[src/rtl/hrange_arb_pkg.sv]
// Shared types for the hrange arbiter: FSM state encoding, default data width,
// argument-slot layout and the round-robin pointer wrap helper.
package hrange_arb_pkg;

    localparam int DEF_DATA_W = 32;

    typedef enum logic [1:0] {
        IDLE   = 2'd0,
        LAUNCH = 2'd1,
        RUN    = 2'd2,
        DONE   = 2'd3
    } state_t;

    typedef struct packed {
        logic signed [DEF_DATA_W-1:0] base;
        logic signed [DEF_DATA_W-1:0] limit;
        logic signed [DEF_DATA_W-1:0] step;
    } arg_slot_t;

    // Pointer advance with explicit wrap, so non-power-of-two counts stay in range.
    function automatic int rr_next(input int cur, input int n);
        return (cur + 1 >= n) ? 0 : cur + 1;
    endfunction

endpackage

[src/rtl/hrange_arbiter_rr_picker.sv]
// Combinational round-robin select: first set bit of pending at or after ptr,
// scanning circularly.
module rr_picker
    import hrange_arb_pkg::*;
#(
    parameter int NUM_REQ = 2,
    parameter int PTR_W   = 1
) (
    input  logic [NUM_REQ-1:0] pending,
    input  logic [PTR_W-1:0]   ptr,
    output logic [PTR_W-1:0]   idx,
    output logic               any
);

    always_comb begin
        int j;
        j   = 0;
        idx = '0;
        any = 1'b0;
        // Scan from the far end so the closest index to ptr wins last.
        for (int k = NUM_REQ - 1; k >= 0; k--) begin
            j = int'(ptr) + k;
            if (j >= NUM_REQ) begin
                j = j - NUM_REQ;
            end
            if (pending[j]) begin
                any = 1'b1;
                idx = PTR_W'(j);
            end
        end
    end

endmodule

[src/rtl/hrange_arbiter.sv]
// Shares a single hrange generator between NUM_REQ requesters: latches start
// arguments per requester, grants round-robin, and routes the value stream.
//
// state  | meaning
// IDLE   | no job running; pick next pending requester
// LAUNCH | one-cycle gen_start with the owner's stored args
// RUN    | generator owned; stream and backpressure routed to owner
// DONE   | one-cycle req_done to owner; advance round-robin pointer
module hrange_arbiter
    import hrange_arb_pkg::*;
#(
    parameter int NUM_REQ = 2,
    parameter int DATA_W  = DEF_DATA_W
) (
    input  logic                      _clock,
    input  logic                      _reset,
    input  logic [NUM_REQ-1:0]        req_start,
    input  logic [NUM_REQ*DATA_W-1:0] req_base,
    input  logic [NUM_REQ*DATA_W-1:0] req_limit,
    input  logic [NUM_REQ*DATA_W-1:0] req_step,
    input  logic [NUM_REQ-1:0]        req_wait,
    output logic [NUM_REQ-1:0]        req_ready,
    output logic [NUM_REQ-1:0]        req_valid,
    output logic [NUM_REQ-1:0]        req_done,
    output logic [DATA_W-1:0]         req_0,
    output logic                      gen_start,
    output logic [DATA_W-1:0]         gen_base,
    output logic [DATA_W-1:0]         gen_limit,
    output logic [DATA_W-1:0]         gen_step,
    output logic                      gen_wait,
    input  logic                      gen_ready,
    input  logic                      gen_valid,
    input  logic [DATA_W-1:0]         gen_0
);

    localparam int PTR_W = (NUM_REQ > 1) ? $clog2(NUM_REQ) : 1;

    typedef struct packed {
        logic signed [DATA_W-1:0] base;
        logic signed [DATA_W-1:0] limit;
        logic signed [DATA_W-1:0] step;
    } slot_t;

    state_t             state;
    state_t             state_nxt;
    logic [NUM_REQ-1:0] pending;
    logic [NUM_REQ-1:0] capture;
    logic [PTR_W-1:0]   rr_ptr;
    logic [PTR_W-1:0]   owner;
    logic [PTR_W-1:0]   pick_idx;
    logic               pick_any;
    slot_t              slots [NUM_REQ];

    rr_picker #(
        .NUM_REQ (NUM_REQ),
        .PTR_W   (PTR_W)
    ) u_rr_picker (
        .pending (pending),
        .ptr     (rr_ptr),
        .idx     (pick_idx),
        .any     (pick_any)
    );

    // A requester is busy from capture until the cycle after its DONE.
    always_comb begin
        req_ready = '0;
        for (int i = 0; i < NUM_REQ; i++) begin
            req_ready[i] = !pending[i] && !((state != IDLE) && (owner == PTR_W'(i)));
        end
    end

    assign capture = req_start & req_ready;

    always_ff @(posedge _clock) begin
        if (_reset) begin
            state   <= IDLE;
            pending <= '0;
            rr_ptr  <= '0;
            owner   <= '0;
        end else begin
            state <= state_nxt;
            if (state == IDLE && pick_any) begin
                owner <= pick_idx;
            end
            if (state == DONE) begin
                rr_ptr <= PTR_W'(rr_next(int'(owner), NUM_REQ));
            end
            for (int i = 0; i < NUM_REQ; i++) begin
                if (capture[i]) begin
                    pending[i] <= 1'b1;
                end else if (state == LAUNCH && owner == PTR_W'(i)) begin
                    pending[i] <= 1'b0;
                end
            end
        end
    end

    // Argument storage needs no reset: it is only read after a capture wrote it.
    always_ff @(posedge _clock) begin
        for (int i = 0; i < NUM_REQ; i++) begin
            if (capture[i]) begin
                slots[i].base  <= req_base[i*DATA_W +: DATA_W];
                slots[i].limit <= req_limit[i*DATA_W +: DATA_W];
                slots[i].step  <= req_step[i*DATA_W +: DATA_W];
            end
        end
    end

    always_comb begin
        state_nxt = state;
        req_valid = '0;
        req_done  = '0;
        req_0     = '0;
        gen_start = 1'b0;
        gen_base  = '0;
        gen_limit = '0;
        gen_step  = '0;
        gen_wait  = 1'b0;
        case (state)
            IDLE: begin
                if (pick_any) begin
                    state_nxt = LAUNCH;
                end
            end
            LAUNCH: begin
                gen_start = 1'b1;
                gen_base  = slots[owner].base;
                gen_limit = slots[owner].limit;
                gen_step  = slots[owner].step;
                state_nxt = RUN;
            end
            RUN: begin
                req_valid[owner] = gen_valid;
                req_0            = gen_0;
                gen_wait         = req_wait[owner];
                if (gen_ready) begin
                    state_nxt = DONE;
                end
            end
            DONE: begin
                req_done[owner] = 1'b1;
                state_nxt       = IDLE;
            end
            default: begin
                state_nxt = IDLE;
            end
        endcase
    end

endmodule
[config.mk]
export PLATFORM = sky130hd
export DESIGN_NAME = hrange_arbiter
export DESIGN_NICKNAME = d
export VERILOG_FILES = /design/src/rtl/hrange_arb_pkg.sv /design/src/rtl/hrange_arbiter_rr_picker.sv /design/src/rtl/hrange_arbiter.sv
export SDC_FILE = /design/constraint.sdc
export NUM_CORES = 1
export LEC_CHECK = 0
export CAP_MARGIN = 20
export CORE_MARGIN = 1
export CORE_UTILIZATION = 25
export CTS_CLUSTER_SIZE = 12
export DETAILED_ROUTE_END_ITERATION = 12
export GPL_ROUTABILITY_DRIVEN = 0
export SYNTH_ARGS = -nofsm -noshare
export SYNTH_HDL_FRONTEND = slang
export SYNTH_SLANG_ARGS = --single-unit
[constraint.sdc]
create_clock -name _clock -period 4.7 [get_ports _clock]
set_clock_uncertainty 0.15 [all_clocks]
set_input_delay 1.175 -clock _clock [delete_from_list [all_inputs] [get_ports _clock]]
set_output_delay 1.175 -clock _clock [all_outputs]
set_load 0.05 [all_outputs]
==> flow_metrics.env <==
export IMPL_status="completed"
export IMPL_cts_sinks=199
export IMPL_p_leak_nw=4.301
export IMPL_final_cells=1270
export IMPL_grt_ovfl_total=0
export IMPL_tns_ps=0
export IMPL_io_pins=368
export IMPL_clkLatencyLatePin_ps=430
export IMPL_cpMostUsedCell="inv_1"
export IMPL_cp_buffers_inverters=3
export IMPL_die_y_um=182.2
export IMPL_wl_per_cell_um=17.07
export IMPL_diodes=0
export IMPL_vias=5214
export IMPL_cts_resized=0
export IMPL_via_per_inst=4.106
export IMPL_path_clk_slew_ps=70
export IMPL_clock_power_share_pct=22.0
export IMPL_hold_path_class="reg -> reg"
export IMPL_synth_seq_area_share_pct=72.78
export IMPL_crit_reg2reg_capture="slots[1][47]$_DFFE_PP_"
export IMPL_multiInputGateArea_um2=2013
export IMPL_final_hold_viol_count=0
export IMPL_ys_types=24
export IMPL_grt_usage_pct=13.07
export IMPL_finalSetupViolCount=0
export IMPL_layout_nets=1091
export IMPL_drive_above_1_share_pct=4.954
export IMPL_fin_util_pct=40.52
export IMPL_rr_worst_depth=6
export IMPL_dp_cells=1238
export IMPL_power_frac_comb_pct=44.5
export IMPL_grt_pass1_vias=5476
export IMPL_wirelength_um=21680
export IMPL_firstDrtPassIters=5
export IMPL_drc_errors=0
export IMPL_pre_cts_slack_ps=733.2
export IMPL_layout_common_cells="367 x clkdlybuf4s50_1, 192 x edfxtp_1, 99 x mux2i_1"
export IMPL_postRouteAntennaNets=0
export IMPL_dp_final_hpwl_um=15040
export IMPL_dr_first_iter_drc_count=180
export IMPL_crit_arrival_ps=2870
export IMPL_tightest_slew_ps=937.7
export IMPL_cts_hold_buf=0
export IMPL_critPathCaptureType="primary output"
export IMPL_critPathSlowestCell="clkdlybuf4s50_1"
export IMPL_path_cells="inv_1, ha_1, inv_1, nor2_1, clkdlybuf4s50_1"
export IMPL_max_cap_violations=0
export IMPL_fillers=2963
export IMPL_cts_tree="done"
export IMPL_crit_fanout=35
export IMPL_crit_path_start_kind="flop"
export IMPL_antenna_found_initial=0
export IMPL_htree_levels=4
export IMPL_clockBufferDepth=2
export IMPL_crit_type="reg -> out"
export IMPL_synth_area_um2=8114
export IMPL_port_buffers=367
export IMPL_clock_root_buffer="clkbuf_16"
export IMPL_die_w_um=182.2
export IMPL_pwr_density_cell_nw_per_um2=566.6
export IMPL_syn_nets=724
export IMPL_p_switching_w=0.002886
export IMPL_swShare_pct=39.63
export IMPL_synth_edf_count=192
export IMPL_cts_buffers=17
export IMPL_fin_crit_ps=4193
export IMPL_synth_flop_cell="edfxtp_1"
export IMPL_rsz0062_at_grt="false"
export IMPL_power_w=0.007283
export IMPL_crit_path_end="gen_wait"
export IMPL_crit_family="buffers and inverters"
export IMPL_initial_utilization_pct=25.58
export IMPL_fin_crit_sh_pct=89.22
export IMPL_max_freq_ghz=0.2385
export IMPL_reg2reg_slack_ps=2200
export IMPL_setup_worst_path_start="state[0]$_SDFFE_PP0P_"
export IMPL_ir_drop_v=0.0003855
export IMPL_power_frac_seq_pct=33.5
export IMPL_core_region_area_um2=31720
export IMPL_grt_max_degree=63
export IMPL_maxSlewHeadroom_pct=37.48
export IMPL_cp_slowest_stage_delay_ps=810
export IMPL_register_area_um2=5909
export IMPL_cp_num_cells=5
export IMPL_grt_first_pass_wirelength_um=32510
export IMPL_r2r_start="state[0]$_SDFFE_PP0P_"
export IMPL_synth_seq_cells=199
export IMPL_cts_setup_buffers=0
export IMPL_critical_path_required_ps=3380
export IMPL_yosysWarnings=0
export IMPL_syn_inst=488
export IMPL_cell_internal_pwr_w=0.004397
export IMPL_drv_slew=0
export IMPL_avgSynthCellArea_um2=16.63
export IMPL_layout_commonest_cell="clkdlybuf4s50_1"
export IMPL_num_rows=65
export IMPL_area_delta_synth_final_pct=58.41
export IMPL_fin_ws_ps=506.9
export IMPL_die_area_um2=33180
export IMPL_async_reset_ff_share_pct=0
[per-layer routing]
| layer | routed length (µm) | share of wire, % | up-vias | GRT usage, % |
|---|---|---|---|---|
| met5 | 0 | 0 | - | 0 |
| li1 | - | - | 2501 | - |
| met3 | 1580 | 7.3 | 18 | 4.510 |
| met1 | 9269 | 43 | 2482 | 15.67 |
| met4 | 271 | 1.2 | 0 | 3.899 |
| met2 | 10560 | 49 | 213 | 22.07 |
[how the worst min path moves through the flow]
| stage | cells past startpoint | slack, ps | start | end |
|---|---|---|---|---|
| after floorplan | 2 | 330 | state[1]$_SDFFE_PP0P_ | state[1]$_SDFFE_PP0P_ |
| after detailed placement | 2 | 380 | state[1]$_SDFFE_PP0P_ | state[1]$_SDFFE_PP0P_ |
| after global placement | 2 | 350 | state[1]$_SDFFE_PP0P_ | state[1]$_SDFFE_PP0P_ |
| final | 2 | 390 | state[1]$_SDFFE_PP0P_ | state[1]$_SDFFE_PP0P_ |
| after CTS | 2 | 390 | state[1]$_SDFFE_PP0P_ | state[1]$_SDFFE_PP0P_ |
| after global routing | 2 | 440 | state[1]$_SDFFE_PP0P_ | state[1]$_SDFFE_PP0P_ |
[flip-flops by register name, summed over array words and instances, names as in the netlist, named ones only]
signal	cells
owner	1
state	2
pending	2
slots	192
rr_ptr	1
[metrics by stage]
stage / area, µm² / hold slack [ps]
after CTS: 12850 / 391.9
after floorplan: 8114 / 330.7
after global routing: 12850 / 438.2
after global placement: 12210 / 352.1
final: 12850 / 394.4
after detailed placement: 12210 / 381.2
[cell families (layout without fill, tap and decap cells)]
kind of cell / after synthesis / in the layout / share of synthesized area, %
buffers and inverters: 29 / 409 / 2.498
AO/OA/AOI/OAI: 9 / 9 / 0.8172
AND/OR/NAND/NOR: 148 / 148 / 11.07
multiplexers: 99 / 99 / 12.21
flip-flops: 199 / 199 / 72.78
adder cells (fa/ha/maj): 4 / 4 / 0.6168
[cell type report]
type | instances | share of cell area, %
Tap cell | 402 | 3.913
Sequential cell | 199 | 45.97
Clock buffer | 17 | 3.310
Timing Repair Buffer | 373 | 29.32
Multi-Input combinational cell | 260 | 15.66
Inverter | 4 | 0.1168
Clock inverter | 15 | 1.703
[power by group through the flow]
stage | registers [W] | logic, W | clock network (W)
floorplan | 0.00246 | 0.00217 | 0
global placement | 0.00247 | 0.00329 | 0
detailed placement | 0.00249 | 0.00328 | 0
CTS | 0.00244 | 0.00329 | 0.00166
global route | 0.00247 | 0.00342 | 0.00172
finish | 0.00244 | 0.00324 | 0.00160
[worst min-delay path, stage by stage, from the launching register on]
cell and delay [ps]:
dfxtp_1 340, nand2b_1 90, mux2i_1 70
[synth_stat cells (3+ instances only)]
master / count / area [µm²]
ha_1: 4 / 50.05
buf_8: 3 / 45.04
edfxtp_1: 192 / 5766
clkbuf_1: 12 / 45.04
buf_4: 7 / 52.55
dfxtp_1: 7 / 140.1
and2_1: 35 / 219.0
nor2_1: 8 / 30.03
nor2b_1: 98 / 613.1
nand2_1: 3 / 11.26
inv_1: 3 / 11.26
nand2b_1: 3 / 18.77
mux2i_1: 99 / 991.0
Power figures use the tool's default switching activity.
